File: src/rtl/store_size_if.sv
// store_size_if: control handshake plus data-memory port of the store size unit
interface store_size_if;
  logic        start;
  logic [1:0]  op;
  logic [31:0] addr;
  logic [31:0] wdata;
  logic        busy;
  logic        done;
  logic        err;
  logic [31:0] mem_addr;
  logic        mem_wr;
  logic [31:0] mem_wdata;
  logic [31:0] mem_rdata;
  modport master (
    output start, op, addr, wdata, mem_rdata,
    input  busy, done, err, mem_addr, mem_wr, mem_wdata
  );
  modport slave (
    input  start, op, addr, wdata, mem_rdata,
    output busy, done, err, mem_addr, mem_wr, mem_wdata
  );
endinterface

File: src/rtl/store_size_unit.sv
// store_size_unit: narrows a register value to word/half/byte and stores it by read-modify-write
module store_size_unit #(
  parameter int MEM_LATENCY = 1
) (
  input logic         clk,
  input logic         reset,
  store_size_if.slave bus
);
  typedef enum logic [2:0] {IDLE, READ, CAPTURE, WRITE, DONE, ERR} state_t;
  localparam logic [1:0] OP_SW = 2'b00;
  localparam logic [1:0] OP_SH = 2'b01;
  localparam logic [1:0] OP_SB = 2'b10;
  localparam logic [2:0] LAT_M1 = 3'(MEM_LATENCY - 1);
  state_t      r_state, w_next;
  logic [1:0]  r_op;
  logic [31:0] r_addr, r_wdata, r_rdata;
  logic [2:0]  r_cnt;
  logic [31:0] w_mask, w_lane, w_merged;
  logic        w_bad, w_active;
  assign w_bad = (bus.op == OP_SW && bus.addr[1:0] != 2'b00) ||
                 (bus.op == OP_SH && bus.addr[0]) || bus.op == 2'b11;
  always_comb begin
    w_next = r_state;
    case (r_state)
      IDLE:    w_next = !bus.start ? IDLE : w_bad ? ERR : bus.op == OP_SW ? WRITE : READ;
      READ:    w_next = r_cnt == 3'd0 ? CAPTURE : READ;
      CAPTURE: w_next = WRITE;
      WRITE:   w_next = DONE;
      default: w_next = IDLE;
    endcase
  end
  always_ff @(posedge clk) begin
    if (reset) begin
      r_state <= IDLE;
      r_op    <= 2'b00;
      r_addr  <= 32'd0;
      r_wdata <= 32'd0;
      r_rdata <= 32'd0;
      r_cnt   <= 3'd0;
    end else begin
      r_state <= w_next;
      if (r_state == IDLE && bus.start) begin
        r_op    <= bus.op;
        r_addr  <= bus.addr;
        r_wdata <= bus.wdata;
        r_cnt   <= LAT_M1;
      end
      if (r_state == READ) r_cnt <= r_cnt - 3'd1;
      if (r_state == CAPTURE) r_rdata <= bus.mem_rdata;
    end
  end
  // Lane mask selects the bytes replaced by the narrowed value; the rest come from the captured word.
  assign w_mask   = r_op == OP_SB ? 32'h0000_00FF << {r_addr[1:0], 3'b000} :
                    r_addr[1] ? 32'hFFFF_0000 : 32'h0000_FFFF;
  assign w_lane   = r_op == OP_SB ? {4{r_wdata[7:0]}} : {2{r_wdata[15:0]}};
  assign w_merged = r_op == OP_SW ? r_wdata : (w_lane & w_mask) | (r_rdata & ~w_mask);
  assign w_active      = r_state != IDLE;
  assign bus.busy      = w_active;
  assign bus.done      = r_state == DONE || r_state == ERR;
  assign bus.err       = r_state == ERR;
  assign bus.mem_wr    = r_state == WRITE;
  assign bus.mem_addr  = w_active ? {r_addr[31:2], 2'b00} : 32'd0;
  assign bus.mem_wdata = r_state == WRITE ? w_merged : 32'd0;
endmodule

File: src/flat_wrapper.sv
// flat-port wrapper written by rule: the top's interface ports become plain ports
module store_size_unit_flat 
#(
  parameter int MEM_LATENCY = 1
)
  (clk, reset, bus_start, bus_op, bus_addr, bus_wdata, bus_mem_rdata, bus_busy, bus_done, bus_err, bus_mem_addr, bus_mem_wr, bus_mem_wdata);
  store_size_if bus_i ();
  input logic clk;
  input logic reset;
  input wire logic [$bits(bus_i.start)-1:0] bus_start;
  input wire logic [$bits(bus_i.op)-1:0] bus_op;
  input wire logic [$bits(bus_i.addr)-1:0] bus_addr;
  input wire logic [$bits(bus_i.wdata)-1:0] bus_wdata;
  input wire logic [$bits(bus_i.mem_rdata)-1:0] bus_mem_rdata;
  output wire logic [$bits(bus_i.busy)-1:0] bus_busy;
  output wire logic [$bits(bus_i.done)-1:0] bus_done;
  output wire logic [$bits(bus_i.err)-1:0] bus_err;
  output wire logic [$bits(bus_i.mem_addr)-1:0] bus_mem_addr;
  output wire logic [$bits(bus_i.mem_wr)-1:0] bus_mem_wr;
  output wire logic [$bits(bus_i.mem_wdata)-1:0] bus_mem_wdata;
  assign bus_i.start = bus_start;
  assign bus_i.op = bus_op;
  assign bus_i.addr = bus_addr;
  assign bus_i.wdata = bus_wdata;
  assign bus_i.mem_rdata = bus_mem_rdata;
  assign bus_busy = bus_i.busy;
  assign bus_done = bus_i.done;
  assign bus_err = bus_i.err;
  assign bus_mem_addr = bus_i.mem_addr;
  assign bus_mem_wr = bus_i.mem_wr;
  assign bus_mem_wdata = bus_i.mem_wdata;
  store_size_unit #(.MEM_LATENCY(MEM_LATENCY)) u_core (.clk(clk), .reset(reset), .bus(bus_i));
endmodule
File: config.mk
export PLATFORM = sky130hd
export DESIGN_NAME = store_size_unit_flat
export DESIGN_NICKNAME = d
export VERILOG_FILES = /design/src/rtl/store_size_if.sv /design/src/rtl/store_size_unit.sv /design/src/flat_wrapper.sv
export SDC_FILE = /design/constraint.sdc
export NUM_CORES = 1
export LEC_CHECK = 0
export ABC_AREA = 1
export CAP_MARGIN = 20
export CORE_MARGIN = 2
export CORE_UTILIZATION = 45
export DETAILED_ROUTE_END_ITERATION = 16
export DONT_BUFFER_PORTS = 1
export PLACE_DENSITY = 0.67
export SYNTH_ARGS = -nofsm -noshare
export SYNTH_HDL_FRONTEND = slang
export SYNTH_SLANG_ARGS = --single-unit
File: constraint.sdc
create_clock -name clk -period 1.5 [get_ports clk]
set_clock_uncertainty 0.05 [all_clocks]
set_input_delay 0.3 -clock clk [delete_from_list [all_inputs] [get_ports clk]]
set_output_delay 0.3 -clock clk [all_outputs]
set_load 0.05 [all_outputs]
## Word-level counts from Yosys, hierarchy flattened

Index checks and enable logic that the tools add are counted.

| word-level totals | value |
|---|---|
| register bits | 104 |
| latch bits | 0 |
| bits in writable memories | 0 |
| bits in read-only memories | 0 |
| input port bits | 101 |
| output and inout bits | 68 |
| logic and storage cells | 46 |
| memories kept | 0 |

| cells by class | value |
|---|---|
| add/subtract/negate cells | 1 |
| $mul | 0 |
| divide/modulo/power cells | 0 |
| $lt $le $gt $ge | 0 |
| eq/ne operators | 8 |
| shift operators | 1 |
| mux-type cells | 13 |
| bitwise gates (word level) | 4 |
| reduce and logical (&&, ||, !) cells | 13 |

Operators with widths:

| cell | number |
|---|---|
| $mux W32 | 6 |
| $and A32 B32 Y32 | 2 |
| $not A32 Y32 | 1 |
| $or A32 B32 Y32 | 1 |
| $shl A8 B5 Y32 const A | 1 |
| $mux W3 | 4 |
| $pmux W3 S4 | 1 |
| $eq A3 B2 Y1 const B | 2 |
| $eq A3 B3 Y1 const B | 2 |
| $logic_not A3 Y1 | 2 |
| $eq A2 B2 Y1 const B | 2 |
| $logic_not A2 Y1 | 2 |
| $mux W2 | 2 |
| $reduce_bool A2 Y1 | 2 |
| $eq A3 B1 Y1 const B | 1 |
| $logic_and A1 B1 Y1 | 3 |
| $logic_or A1 B1 Y1 | 3 |
| $reduce_bool A3 Y1 | 1 |
| $sub A3 B1 Y3 const B | 1 |
| $eq A2 B1 Y1 const B | 1 |

## Longest topological paths before layout

| depth | value |
|---|---|
| depth in word-level cells | 7 |
| mapped depth | 8 |
| depth with buffers taken out | 8 |

## Least setup slack after synthesis

Ideal clock, no wire load.

| path | value |
|---|---|
| path kind | flip-flop to output port |
| start point | register u_core.r_state[0] |
| end point | output port bus_mem_wdata[0] |
| arrival time | 1,717 ps |
| data required time | 1,150 ps |
| slack | -567 ps |
| stages on the path, launching flop included | 6 |
| path buffers | 1 |
| path through | dfxtp_1 > inv_2 > nor3_4 > buf_4 > nand2_1 > nor2_1 |

| between the ends | value |
|---|---|
| longest elaborated chain between the ends | 2 |

RTL lines:

| element | RTL line | text |
|---|---|---|
| start: declaration | store_size_unit.sv:14 | `state_t r_state, w_next;` |
| start signal: assignment | store_size_unit.sv:41 | `r_state <= w_next;` |
| $eq A3 B2 Y1 | -- |  |
| via bus_mem_wr | flat_wrapper.sv:19 | `output wire logic [$bits(bus_i.mem_wr)-1:0] bus_mem_wr;` |
| $mux W32 | store_size_unit.sv:63 | `assign bus.mem_wdata = r_state == WRITE ? w_merged : 32'd0;` |
| end: declaration | flat_wrapper.sv:20 | `output wire logic [$bits(bus_i.mem_wdata)-1:0] bus_mem_wdata;` |

The timed path passes the listed nets, and every way through them passes these cells.

## Worst setup path after layout

| path | value |
|---|---|
| start point | register u_core.r_state[0] |
| end point | output port bus_mem_wdata[5] |

| between the ends | value |
|---|---|
| longest elaborated chain between the ends | 2 |

RTL lines:

| element | RTL line |
|---|---|
| $eq A3 B2 Y1 | store_size_unit.sv:63 |
| $mux W32 | store_size_unit.sv:63 |

Every way passes these cells.

==> results.py <==
metrics = {
    "finish": {
        "syn_to_final_growth_pct": 69.45,
        "nNetsFinal": 988,
        "stdcell_count": 1029,
        "drive_gt1_frac": 0.4859,
        "insertedDiodeCount": 0,
        "fin_util": 0.7891,
        "fin_area_mm2": 0.008667,
    },
    "worst_setup_path": {
        "cp-start-kind": "flop",
        "worstSetupEndpointType": "output pin",
        "slowest_delay_ns": 0.37,
        "worstPathArrival_ns": 1.80,
        "crit_path_max_fanout": 8,
        "slowest_stage": "dfxtp_2",
        "required_ns": 1.15,
        "cp_cell_sequence": "inv_2 -> nor3_4 -> buf_6 -> buf_12 -> buf_12 -> nand2_2 -> nor2_4 -> buf_12",
        "crit_top_cell": "buf_12",
        "criticalPathCategory": "flop to output pin",
    },
    "timing": {
        "max_slew_margin": 0.6324,
        "worstMarginPinSlew_ns": 0.5514,
        "post-route-period-util": 1.432,
        "fmax_mhz": 465.6,
        "slew_viol_final": 0,
        "fin_ws_ns": -0.6477,
        "setup_viol": 162,
        "final_hold_viol_count": 0,
        "rsz0062_at_grt": "yes",
        "period_minus_slack_ns": 2.148,
        "setup_tns_ns": -62.51,
    },
    "pwr": {
        "irDropWorstVdd_v": 0.001177,
        "p_int_uw": 7834,
        "p_switching_uw": 5714,
        "power_frac_comb": 0.531,
        "p_sw_frac": 0.4217,
        "p_seq_frac": 0.286,
        "power_density_mw_per_mm2": 1563,
        "p_clk_frac": 0.182,
        "p_leak_uw": 0.003418,
    },
    "yosys": {
        "synth_edf_count": 0,
        "synth_cell_types": 28,
        "synth_common_cells": "nor2_1, dfxtp_1, nand2_1",
        "synth_async_sr_flop_share": 0,
        "synth.avg_cell_area_um2": 6.524,
        "synth_top_area_share": 0.4070,
        "synth_flop_cell": "dfxtp_1",
        "netlist_instances": 784,
        "ys_ff_latch": 104,
        "synthTopCellsByArea": "dfxtp_1, nor2_1, o21ai_0",
        "ys.warnings.count": 0,
        "yosysSeqAreaShare": 0.4070,
        "synth_top_area_cell": "dfxtp_1",
        "yosys.cell_count.top_type": "nor2_1",
        "synth_area_mm2": 0.005115,
    },
    "clock_tree": {
        "cts_tree": "yes",
        "cts.clk_slew.worst_paths_ns": 0.07,
        "cts-buffers-inserted": 9,
        "cts_sinks": 104,
        "cts_buffer_depth": 2,
        "cts_root_buf": "clkbuf_16",
        "clk_latency_ns": 0.37,
        "htree_levels": 3,
    },
    "drt": {
        "drc": 0,
        "drtPass1Iterations": 5,
        "vias": 5759,
        "avgRoutedWirePerCell_um": 20.09,
        "wirelength_mm": 20.68,
        "drtIter0Drc": 432,
        "ant_nets": 0,
        "vias_per_cell": 5.597,
    },
    "die": {
        "ios": 169,
        "die_area_mm2": 0.01224,
        "rows": 38,
        "start_util": 0.4657,
        "core_area_mm2": 0.01098,
        "die_x_um": 110.6,
        "fp.dieH_um": 110.6,
    },
    "global_routing": {
        "antenna_found_initial": 0,
        "grt_pass1_wl_mm": 28.08,
        "grt_pass1_vias": 5668,
        "grt_max_degree": 62,
        "grt-ovfl-total": 0,
        "track_usage": 0.2836,
    },
    "worst_hold_path": {
        "hp-class": "input pin to flop",
    },
    "run": {
        "cap_violations": 0,
    },
    "placed_design": {
        "gp_congestion": 0.8737,
        "dpl_cell_area_mm2": 0.006395,
        "port_buffers": 0,
        "placedCellCount": 959,
        "dp_hpwl_mm": 10.84,
    },
    "status": {
        "violations": "negative setup slack",
        "status": "finished, violations left",
    },
}
-- cells in the final DEF, fill, tap and decap left out, drive strengths merged, types with 4 or more instances in the layout --
| cell type | count |
|---|---|
| nand3 | 29 |
| nand2 | 105 |
| clkinv | 4 |
| clkinvlp | 18 |
| dfxtp | 104 |
| a21boi | 9 |
| buf | 123 |
| nor2 | 264 |
| nand3b | 8 |
| o21ai | 124 |
| clkbuf | 18 |
| inv | 64 |
| a21oi | 8 |
-- state kept, by name (all words and copies together) (netlist names) --
register        cells
u_core.r_state      3
u_core.r_rdata     32
u_core.r_addr      32
u_core.r_wdata     32
u_core.r_op         2
u_core.r_cnt        3
-- cell type report --
| type | count | area, um^2 |
|---|---|---|
| multi-input cells | 556 | 3654 |
| fillers | 682 | 2316 |
| flip-flops and latches | 104 | 2100 |
| repair buffers | 132 | 2021 |
| inverters | 82 | 412.9 |
| clock buffers | 10 | 250.2 |
| well taps | 140 | 175.2 |
| clock inverters | 5 | 55.05 |
-- stage by stage --
step	total power, uW	setup WS (ns)	hold slack, ns
final	13550	-0.6477	0.007465
after global routing	14070	-0.6815	0.001506
after CTS	12250	-0.5510	0.01202
after detailed placement	8012	-0.2208	0.3092
after global placement	7884	-0.1767	0.3074
after floorplan	6867	-0.2700	0.3051
-- path summary, 6_finish.rpt --
check / start / slack, ns / depth (start not counted) / endpoint
hold / removal: bus_addr[26] / 0.007 / 2 / u_core.r_addr[26]
setup reg to reg: u_core.r_state[0] / -0.47 / 12 / u_core.r_wdata[23]
hold reg to reg: u_core.r_rdata[25] / 0.44 / 2 / u_core.r_rdata[25]
setup / recovery: u_core.r_state[0] / -0.65 / 8 / bus_mem_wdata[5]
-- power groups by stage --
| stage | Clock [uW] | Combinational [uW] | Sequential [uW] |
|---|---|---|---|
| after CTS | 2460 | 6010 | 3770 |
| after global routing | 2590 | 7570 | 3910 |
| after detailed placement | 0 | 4230 | 3790 |
| after floorplan | 0 | 3220 | 3650 |
| final | 2470 | 7200 | 3880 |
| after global placement | 0 | 4120 | 3770 |
-- worst max-delay path, delay by kind of cell (launching register included) --
kind | cells | cell delay [ns]
AND/OR/NAND/NOR | 3 | 0.39
buffers and inverters | 5 | 0.65
flip-flops | 1 | 0.37
-- cell families after synthesis --
group                    Yosys count  synth area share
AO/OA/AOI/OAI                    141            0.1475
buffers and inverters            129            0.1142
adder cells (fa/ha/maj)            2          0.004892
flip-flops                       104            0.4070
AND/OR/NAND/NOR                  407            0.3256
other                              1         0.0007332
-- layer usage --
layer	part of all wire	global-route usage	up-vias	wire length, um
met5	0	0	-	0
met1	0.39	0.3440	2783	8149
met4	0.033	0.09500	0	682
li1	-	-	2651	-
met2	0.51	0.4855	266	10470
met3	0.067	0.07794	59	1377
-- what timing repair did --
action / 4_1_cts / 5_1_grt
buffers inserted: 20 / 21
hold buffers: 1 / 0
endpoints found under the setup margin: 137 / 158
cloned: 15 / 14
pin swaps: 41 / 83
gates resized for setup: 166 / 212
endpoints found under the hold margin: 5 / 0
Note: power is estimated with default switching activity, not from simulation.
